## src/rtl/imem_loader_pkg.sv

```systemverilog
// Shared state encoding and sizing constants for the instruction-memory loader.
package imem_loader_pkg;

    typedef enum logic [2:0] {
        IDLE,
        HDR0,
        HDR1,
        LOAD,
        WRITE,
        CSUM,
        DONE,
        ERROR
    } state_t;

    localparam int unsigned HDR_W      = 16;
    localparam int unsigned WORD_BYTES = 4;
    localparam int unsigned ADDR_STEP  = 4;

endpackage

```

## src/rtl/imem_loader_if.sv

```systemverilog
// Byte-stream input and instruction-RAM write port of the loader.
interface imem_loader_if #(
    parameter int unsigned ADDR_W = 32
);
    logic              in_valid;
    logic [7:0]        in_data;
    logic              in_ready;
    logic              mem_we;
    logic [ADDR_W-1:0] mem_addr;
    logic [31:0]       mem_wdata;

    // master is the loader itself; slave is the byte source plus the RAM.
    modport master (
        input  in_valid, in_data,
        output in_ready, mem_we, mem_addr, mem_wdata
    );

    modport slave (
        output in_valid, in_data,
        input  in_ready, mem_we, mem_addr, mem_wdata
    );
endinterface

```

## src/rtl/imem_loader_byte_assembler.sv

```systemverilog
// Packs accepted bytes little-endian into one instruction word and flags the last byte.
module imem_loader_byte_assembler
    import imem_loader_pkg::*;
(
    input  logic                    clk,
    input  logic                    reset,
    input  logic                    i_clear,
    input  logic                    i_accept,
    input  logic [7:0]              i_data,
    output logic [8*WORD_BYTES-1:0] o_word,
    output logic                    o_word_full
);
    localparam int unsigned CNT_W = $clog2(WORD_BYTES);

    logic [CNT_W-1:0]        r_cnt;
    logic [8*WORD_BYTES-1:0] r_word;

    assign o_word_full = i_accept && (r_cnt == CNT_W'(WORD_BYTES - 1));
    assign o_word      = r_word;

    always_ff @(posedge clk or posedge reset) begin
        if (reset) begin
            r_cnt  <= '0;
            r_word <= '0;
        end else if (i_clear) begin
            r_cnt  <= '0;
            r_word <= '0;
        end else if (i_accept) begin
            r_word[{r_cnt, 3'b000} +: 8] <= i_data;
            r_cnt                        <= r_cnt + CNT_W'(1);
        end
    end

endmodule

```

## src/rtl/imem_loader.sv

```systemverilog
// Loads a counted byte stream into instruction RAM and holds the CPU until it completes.
// Define IMEM_LOADER_CHECKSUM_EN to require a trailing XOR checksum byte.
module imem_loader
    import imem_loader_pkg::*;
#(
    parameter int unsigned       ADDR_W    = 32,
    parameter logic [ADDR_W-1:0] BASE_ADDR = '0,
    parameter int unsigned       MAX_WORDS = 1024
) (
    input  logic             clk,
    input  logic             reset,
    input  logic             start,
    imem_loader_if.master    bus,
    output logic             cpu_hold,
    output logic             busy,
    output logic             done,
    output logic             err,
    output logic [HDR_W-1:0] words_loaded
);

    state_t            r_state;
    state_t            w_next;
    logic              w_in_ready;
    logic              w_start_load;
    logic              w_byte_accept;
    logic              w_word_full;
    logic [7:0]        r_hdr_lo;
    logic [HDR_W-1:0]  r_nwords;
    logic [HDR_W-1:0]  r_words;
    logic [HDR_W-1:0]  w_hdr_count;
    logic [ADDR_W-1:0] r_addr;
    logic [31:0]       w_word;

`ifdef IMEM_LOADER_CHECKSUM_EN
    localparam state_t LAST_STATE = CSUM;
    logic [7:0] r_xor;
`else
    localparam state_t LAST_STATE = DONE;
`endif

    assign w_hdr_count   = {bus.in_data, r_hdr_lo};
    assign w_byte_accept = (r_state == LOAD) && bus.in_valid;

    imem_loader_byte_assembler u_assembler (
        .clk         (clk),
        .reset       (reset),
        .i_clear     (w_start_load),
        .i_accept    (w_byte_accept),
        .i_data      (bus.in_data),
        .o_word      (w_word),
        .o_word_full (w_word_full)
    );

    always_ff @(posedge clk or posedge reset) begin
        if (reset) begin
            r_state <= IDLE;
        end else begin
            r_state <= w_next;
        end
    end

    always_comb begin
        w_next       = r_state;
        w_in_ready   = 1'b0;
        w_start_load = 1'b0;
        case (r_state)
            IDLE, DONE, ERROR: begin
                if (start) begin
                    w_next       = HDR0;
                    w_start_load = 1'b1;
                end
            end
            HDR0: begin
                w_in_ready = 1'b1;
                if (bus.in_valid) w_next = HDR1;
            end
            HDR1: begin
                w_in_ready = 1'b1;
                if (bus.in_valid) begin
                    if (w_hdr_count == '0)
                        w_next = LAST_STATE;
                    else if (32'(w_hdr_count) > MAX_WORDS)
                        w_next = ERROR;
                    else
                        w_next = LOAD;
                end
            end
            LOAD: begin
                w_in_ready = 1'b1;
                if (w_word_full) w_next = WRITE;
            end
            WRITE: begin
                w_next = (r_words + HDR_W'(1) < r_nwords) ? LOAD : LAST_STATE;
            end
`ifdef IMEM_LOADER_CHECKSUM_EN
            CSUM: begin
                w_in_ready = 1'b1;
                if (bus.in_valid) w_next = (bus.in_data == r_xor) ? DONE : ERROR;
            end
`endif
            default: w_next = IDLE;
        endcase
    end

    // Word count and write address advance as the single WRITE cycle retires.
    always_ff @(posedge clk or posedge reset) begin
        if (reset) begin
            r_hdr_lo <= '0;
            r_nwords <= '0;
            r_words  <= '0;
            r_addr   <= BASE_ADDR;
        end else begin
            if (w_start_load) begin
                r_words <= '0;
                r_addr  <= BASE_ADDR;
            end
            if (r_state == HDR0 && bus.in_valid) r_hdr_lo <= bus.in_data;
            if (r_state == HDR1 && bus.in_valid) r_nwords <= w_hdr_count;
            if (r_state == WRITE) begin
                r_words <= r_words + HDR_W'(1);
                r_addr  <= r_addr + ADDR_W'(ADDR_STEP);
            end
        end
    end

`ifdef IMEM_LOADER_CHECKSUM_EN
    always_ff @(posedge clk or posedge reset) begin
        if (reset) begin
            r_xor <= '0;
        end else if (w_start_load) begin
            r_xor <= '0;
        end else if (w_byte_accept) begin
            r_xor <= r_xor ^ bus.in_data;
        end
    end
`endif

    assign bus.in_ready  = w_in_ready;
    assign bus.mem_we    = (r_state == WRITE);
    assign bus.mem_addr  = r_addr;
    assign bus.mem_wdata = w_word;
    assign busy          = (r_state == HDR0) || (r_state == HDR1) || (r_state == LOAD) ||
                           (r_state == WRITE) || (r_state == CSUM);
    assign done          = (r_state == DONE);
    assign err           = (r_state == ERROR);
    assign cpu_hold      = (r_state != DONE);
    assign words_loaded  = r_words;

endmodule

```

## src/flat_wrapper.sv

```systemverilog
// flat-port wrapper written by rule: the top's interface ports become plain ports
module imem_loader_flat import imem_loader_pkg::*;
#(
    parameter int unsigned       ADDR_W    = 32,
    parameter logic [ADDR_W-1:0] BASE_ADDR = '0,
    parameter int unsigned       MAX_WORDS = 1024
)
  (clk, reset, start, cpu_hold, busy, done, err, words_loaded, bus_in_valid, bus_in_data, bus_in_ready, bus_mem_we, bus_mem_addr, bus_mem_wdata);
  imem_loader_if #(.ADDR_W(ADDR_W)) bus_i ();
  input  logic clk;
  input  logic reset;
  input  logic start;
  output logic cpu_hold;
  output logic busy;
  output logic done;
  output logic err;
  output logic [HDR_W-1:0] words_loaded;
  input wire logic [$bits(bus_i.in_valid)-1:0] bus_in_valid;
  input wire logic [$bits(bus_i.in_data)-1:0] bus_in_data;
  output wire logic [$bits(bus_i.in_ready)-1:0] bus_in_ready;
  output wire logic [$bits(bus_i.mem_we)-1:0] bus_mem_we;
  output wire logic [$bits(bus_i.mem_addr)-1:0] bus_mem_addr;
  output wire logic [$bits(bus_i.mem_wdata)-1:0] bus_mem_wdata;
  assign bus_i.in_valid = bus_in_valid;
  assign bus_i.in_data = bus_in_data;
  assign bus_in_ready = bus_i.in_ready;
  assign bus_mem_we = bus_i.mem_we;
  assign bus_mem_addr = bus_i.mem_addr;
  assign bus_mem_wdata = bus_i.mem_wdata;
  imem_loader #(.ADDR_W(ADDR_W), .BASE_ADDR(BASE_ADDR), .MAX_WORDS(MAX_WORDS)) u_core (.clk(clk), .reset(reset), .start(start), .bus(bus_i), .cpu_hold(cpu_hold), .busy(busy), .done(done), .err(err), .words_loaded(words_loaded));
endmodule
```

## config.mk

```make
export PLATFORM = sky130hd
export DESIGN_NAME = imem_loader_flat
export DESIGN_NICKNAME = d
export VERILOG_FILES = /design/src/rtl/imem_loader_pkg.sv /design/src/rtl/imem_loader_if.sv /design/src/rtl/imem_loader_byte_assembler.sv /design/src/rtl/imem_loader.sv /design/src/flat_wrapper.sv
export SDC_FILE = /design/constraint.sdc
export NUM_CORES = 1
export LEC_CHECK = 0
export ABC_AREA = 1
export CORE_ASPECT_RATIO = 1.2
export CORE_UTILIZATION = 40
export CTS_CLUSTER_SIZE = 24
export DETAILED_ROUTE_END_ITERATION = 7
export DONT_BUFFER_PORTS = 1
export GPL_TIMING_DRIVEN = 0
export MAX_ROUTING_LAYER = met4
export PLACE_DENSITY_LB_ADDON = 0.08
export SYNTH_ARGS = -nofsm -noshare
export SYNTH_HDL_FRONTEND = slang
export SYNTH_SLANG_ARGS = --single-unit
```

## constraint.sdc

```tcl
create_clock -name clk -period 6.5 [get_ports clk]
set_clock_uncertainty 0.15 [all_clocks]
set_input_delay 1.3 -clock clk [delete_from_list [all_inputs] [get_ports clk]]
set_output_delay 1.3 -clock clk [all_outputs]
set_load 0.1 [all_outputs]
```

==> Word-level counts from Yosys, hierarchy flattened <==
Index checks and enable logic that the tools add are counted.
{ "classes": {"addsub": 4, "multipliers": 0, "n_div": 0, "magnitude_cmp": 2, "n_eq_ne": 13, "shifts": 2, "mux": 20, "bitwise": 0, "reduce_logical": 15} }
{ "op_table": {"columns": ["op", "n"], "rows": [
  ["$mux 32", 4],
  ["$add 32x3->32 const B", 1],
  ["$bwmux 32", 1],
  ["$mux 16", 2],
  ["$shift 8x7->32 const A", 1],
  ["$shiftx 8x7->32", 1],
  ["$mux 3", 7],
  ["$add 16x1->16 const B", 1],
  ["$gt 16x11->1 const B", 1],
  ["$logic_not 16->1", 1],
  ["$lt 16x16->1", 1],
  ["$pmux 3 s5", 1],
  ["$eq 3x3->1 const B", 4],
  ["$ne 2x2->1 const B", 4],
  ["$neg 5->7", 1],
  ["$eq 3x2->1 const B", 2],
  ["$reduce_or 3->1", 2],
  ["$logic_and 1x1->1", 4],
  ["$logic_or 1x1->1", 4],
  ["$mux 2", 2],
  ["$reduce_and 4->1", 1],
  ["$reduce_bool 2->1", 2],
  ["$eq 3x1->1 const B", 1],
  ["$logic_not 3->1", 1],
  ["other kinds (4)", 6]
]} }
{ "totals": {"register_bits": 109, "latchBits": 0, "mem_bits_rw": 0, "mem_bits_ro": 0, "inputBits": 12, "out_inout_bits": 86, "mem_count": 0} }

==> Logic depth before layout (Yosys ltp) <==
{ "depth": {"word_depth": 5, "depth_mapped": 18, "depth_no_buf": 18} }

==> Hierarchy <==
From an unflattened synthesis, not the netlist that was laid out.
{ "hier_totals": {"hier_cells": 794, "area_unflattened_um2": 5990.7} }
{ "modules_own_cells": {"columns": ["module", "n_inst", "cells_each", "area_per_inst_um2", "seq_area_each_um2"], "rows": [
  ["imem_loader", 1, 593, 4340.4, 1826.8],
  ["imem_loader_byte_assembler", 1, 201, 1650.3, 850.8]
]} }

==> Worst setup path before layout <==
OpenSTA, ideal clock, no wires.
{ "synth_timing": {"path_kind": "reg-to-output", "start": "register u_core.r_state[2]", "end": "output port err", "arrival_ps": 2590, "required_time_ps": 5050, "slack_ps": 2460, "path_stages_with_launch": 3, "path_buffers": 0, "path_cell_list": "dfrtp_1 > inv_2 > nor3_1"} }
{ "synth_via": {"elab_chain_len": 1} }
{ "synth_lines": {"columns": ["item", "line_no", "text"], "rows": [
  ["start, declared", "imem_loader.sv:21", "state_t r_state;"],
  ["start signal, assigned", "imem_loader.sv:58", "r_state <= w_next;"],
  ["$eq 3x3->1", "imem_loader.sv:145", "assign err = (r_state == ERROR);"],
  ["end, declared", "flat_wrapper.sv:16", "output logic err;"]
]} }
Every way passes these cells.

==> Worst setup path after layout <==
{ "layout_timing": {"start": "register u_core.r_state[0]", "end": "output port busy"} }
{ "layout_via": {"elab_chain_len": 5} }
{ "layout_lines": {"columns": ["item", "line_no", "text"], "rows": [
  ["$eq 3x1->1 or $eq 3x2->1 (tied branches)", "imem_loader.sv:142", "assign busy = (r_state == HDR0) || (r_state == HDR1) || (r_state == LOAD) ||"],
  ["$logic_or 1x1->1 (3 in series)", "imem_loader.sv:142", null],
  ["$logic_or 1x1->1 (*)", "imem_loader.sv:143", "(r_state == WRITE) || (r_state == CSUM);"],
  ["end, declared", "flat_wrapper.sv:14", "output logic busy;"]
]} }
Every way passes the cells marked *; elsewhere a longest branch is shown, timed or not.

==> metrics.cfg <==
[run_status]
outcome = finished with violations
violations = design-rule violations

[min_path]
min_path_cells = 2
holdCritStartpoint = u_core.r_nwords[10]
hold_class = register to register
hold_end = u_core.r_nwords[10]

[timing]
max_freq_mhz = 244.7
hold_slack_ns = 0.3405
fin_crit_sh = 0.6288
maxSlewHeadroom = 0.2017
worst_pin_slew_ns = 1.196
rsz0062_at_grt = false
worst_slack_ns = 2.413
final_hold_viol_count = 0
period_needed_ns = 4.087
setup_viol = 0
final.setup.tns_ns = 0
finalMaxSlewViolations = 0

[critical_path]
cp-start-kind = register
r2r_slack_ns = 2.88
r2r_start = u_core.words_loaded[0]
crit_fanout = 5
rr_worst_depth = 16
arrival_ns = 2.64
cp-end-kind = primary output
required_ns = 5.05
r2r-end = u_core.r_state[2]
crit_type = register to primary output

[global_routing]
overflow = 0
grt_max_degree = 58
grt_util_all_layers = 0.2187
grt_pass1_vias = 4763
grt_pass1_wl_um = 24690
antenna_found_initial = 0

[logic_synthesis]
ys_types = 41
synth_cells = 738
synth_area_per_cell_um2 = 7.862
synth_area_leaders = dfrtp_1 46%, nand2_1 12%, inv_1 6.4%
ys_seq_area_frac = 0.4615
synth-warning-count = 0
synth_top_cell_by_area = dfrtp_1
syn_area_um2 = 5802
synth.top_cell.area_share = 0.4615
yosys_register_bits = 107

[clock_tree]
cts_buffer_depth = 2
root_buffer = clkbuf_16
cts_sinks = 107
cts-buffers-inserted = 9
clock_latency_ns = 0.36
postCtsHoldBufs = 0
postCtsSetupRepairBufs = 0
clkTransAtPathRegs_ns = 0.07
cts_resized = 0
cts_tree = built
htreeDepth = 3

[power_and_ir_drop]
p_leak_nw = 2.982
powerDensity_nw_per_um2 = 359.9
max-vdd-ir-drop_uv = 166.7
p_seq_frac = 0.455
clockPowerShare = 0.225
p_comb_frac = 0.321
p_int_w = 0.001224
p_switching_w = 0.001063
swShare = 0.4647
p_total_w = 0.002287

[cells_and_area]
area_growth_pct = 9.532
multi_input_area_um2 = 2629
fin_area_um2 = 6355
n_fill_cell = 1417
diodes = 0
mostFrequentLayoutCells = 181 x nand2_1, 107 x dfrtp_1, 98 x inv_1, 72 x o21ai_0, 60 x nand3_1
final_common_cell = nand2_1
regArea_um2 = 2678
drive_gt1_frac = 0.07530
nets = 786

[placed_design]
dp_slack_ns = 2.789
io_buffers = 0
gp_congestion = 0.8338
hpwl_um = 11630
placed_area_um2 = 6083

[die]
rows = 47
die_area_um2 = 14990
dieWidth_um = 111.9
core-area_um2 = 14000
initial_utilization = 0.4145
die_h_um = 133.9
ios = 98

[routing]
drtAntennaViolNets = 0
dr.pass1.iters = 7
vias = 4894
wirelength_um = 15300
drcViolationCount = 2
drtIter0Drc = 293
wl_per_cell_um = 16.48
vias_per_cell = 5.274

[run]
cap_viol_max_count = 0

-- registers in the layout, summed over array words and instances, names as in the netlist --
signal,flops
u_core.words_loaded,16
u_core.bus.mem_addr,30
u_core.r_nwords,16
u_core.u_assembler.o_word,32
u_core.u_assembler.r_cnt,2
u_core.r_state,3
u_core.r_hdr_lo,8
-- cells in the mapped netlist, drive strengths merged --
cell type / count
a21boi: 2
or2: 2
nand2: 182
nand4: 17
a22o: 1
a211oi: 1
mux2: 1
conb: 1
buf: 12
ha: 22
o31ai: 5
nand3: 63
dfrtp: 107
nor3: 16
inv: 105
a21oi: 26
nor2: 66
o21ai: 79
mux2i: 2
o22ai: 5
clkbuf: 6
o21a: 4
xor2: 8
nor4: 3
and2: 2
-- cell families after synthesis --
family / after synthesis / share of synthesized area
compound gates: 123 / 0.1147
flops: 107 / 0.4615
xor+xnor: 8 / 0.01208
buf+inv: 123 / 0.08691
fa+ha+maj: 22 / 0.04744
other cells: 1 / 0.0006463
mux: 3 / 0.005391
simple gates: 351 / 0.2713
-- power groups by stage --
| stage | Sequential (W) | Combinational (W) | Clock [W] |
|---|---|---|---|
| finish | 0.00104 | 0.000734 | 0.000513 |
| global route | 0.00106 | 0.000826 | 0.000548 |
| CTS | 0.00104 | 0.000746 | 0.000529 |
| detailed placement | 0.00105 | 0.000744 | 0 |
| global placement | 0.00105 | 0.000717 | 0 |
| floorplan | 0.00102 | 0.000572 | 0 |
-- worst max-delay path, cell delays in order (launching register included) --
cell and delay (ns):
dfrtp_1 0.46, nor2_2 0.07, nor2_2 0.89, a21oi_2 0.14, inv_1 0.72
-- worst max-delay path by stage --
stage                                  from                      end  slack [ns]  depth (start not counted)
after floorplan                       reset  u_core.bus.mem_addr[10]        2.23                          1
after global placement                reset   u_core.words_loaded[7]        0.95                          1
after detailed placement  u_core.r_state[0]                     busy        2.79                          4
after CTS                 u_core.r_state[0]                     busy        2.40                          4
after global routing      u_core.r_state[0]                     busy        2.31                          4
final                     u_core.r_state[0]                     busy        2.41                          4
-- stage by stage --
stage                     utilization  std cells
after floorplan                     -        739
after global placement         0.4301        910
after detailed placement       0.4347        912
after CTS                      0.4541        928
after global routing           0.4541        928
final                          0.4541        928
-- area by class of cell --
cell class,count,area share
Timing Repair Buffer,2,0.008663
Clock inverter,6,0.006694
Buffer,18,0.01713
Multi-Input combinational cell,509,0.4137
Tap cell,171,0.03367
Inverter,105,0.06281
Clock buffer,10,0.03603
Sequential cell,107,0.4213
-- layer usage --
layer / GRT usage / vias to the layer above / share of wire
met4: 0.08593 / 0 / 0.018
met1: 0.2582 / 2362 / 0.42
met3: 0.03479 / 15 / 0.040
met5: - / - / 0
li1: - / 2435 / -
met2: 0.3744 / 82 / 0.52
Power figures use the tool's default switching activity.
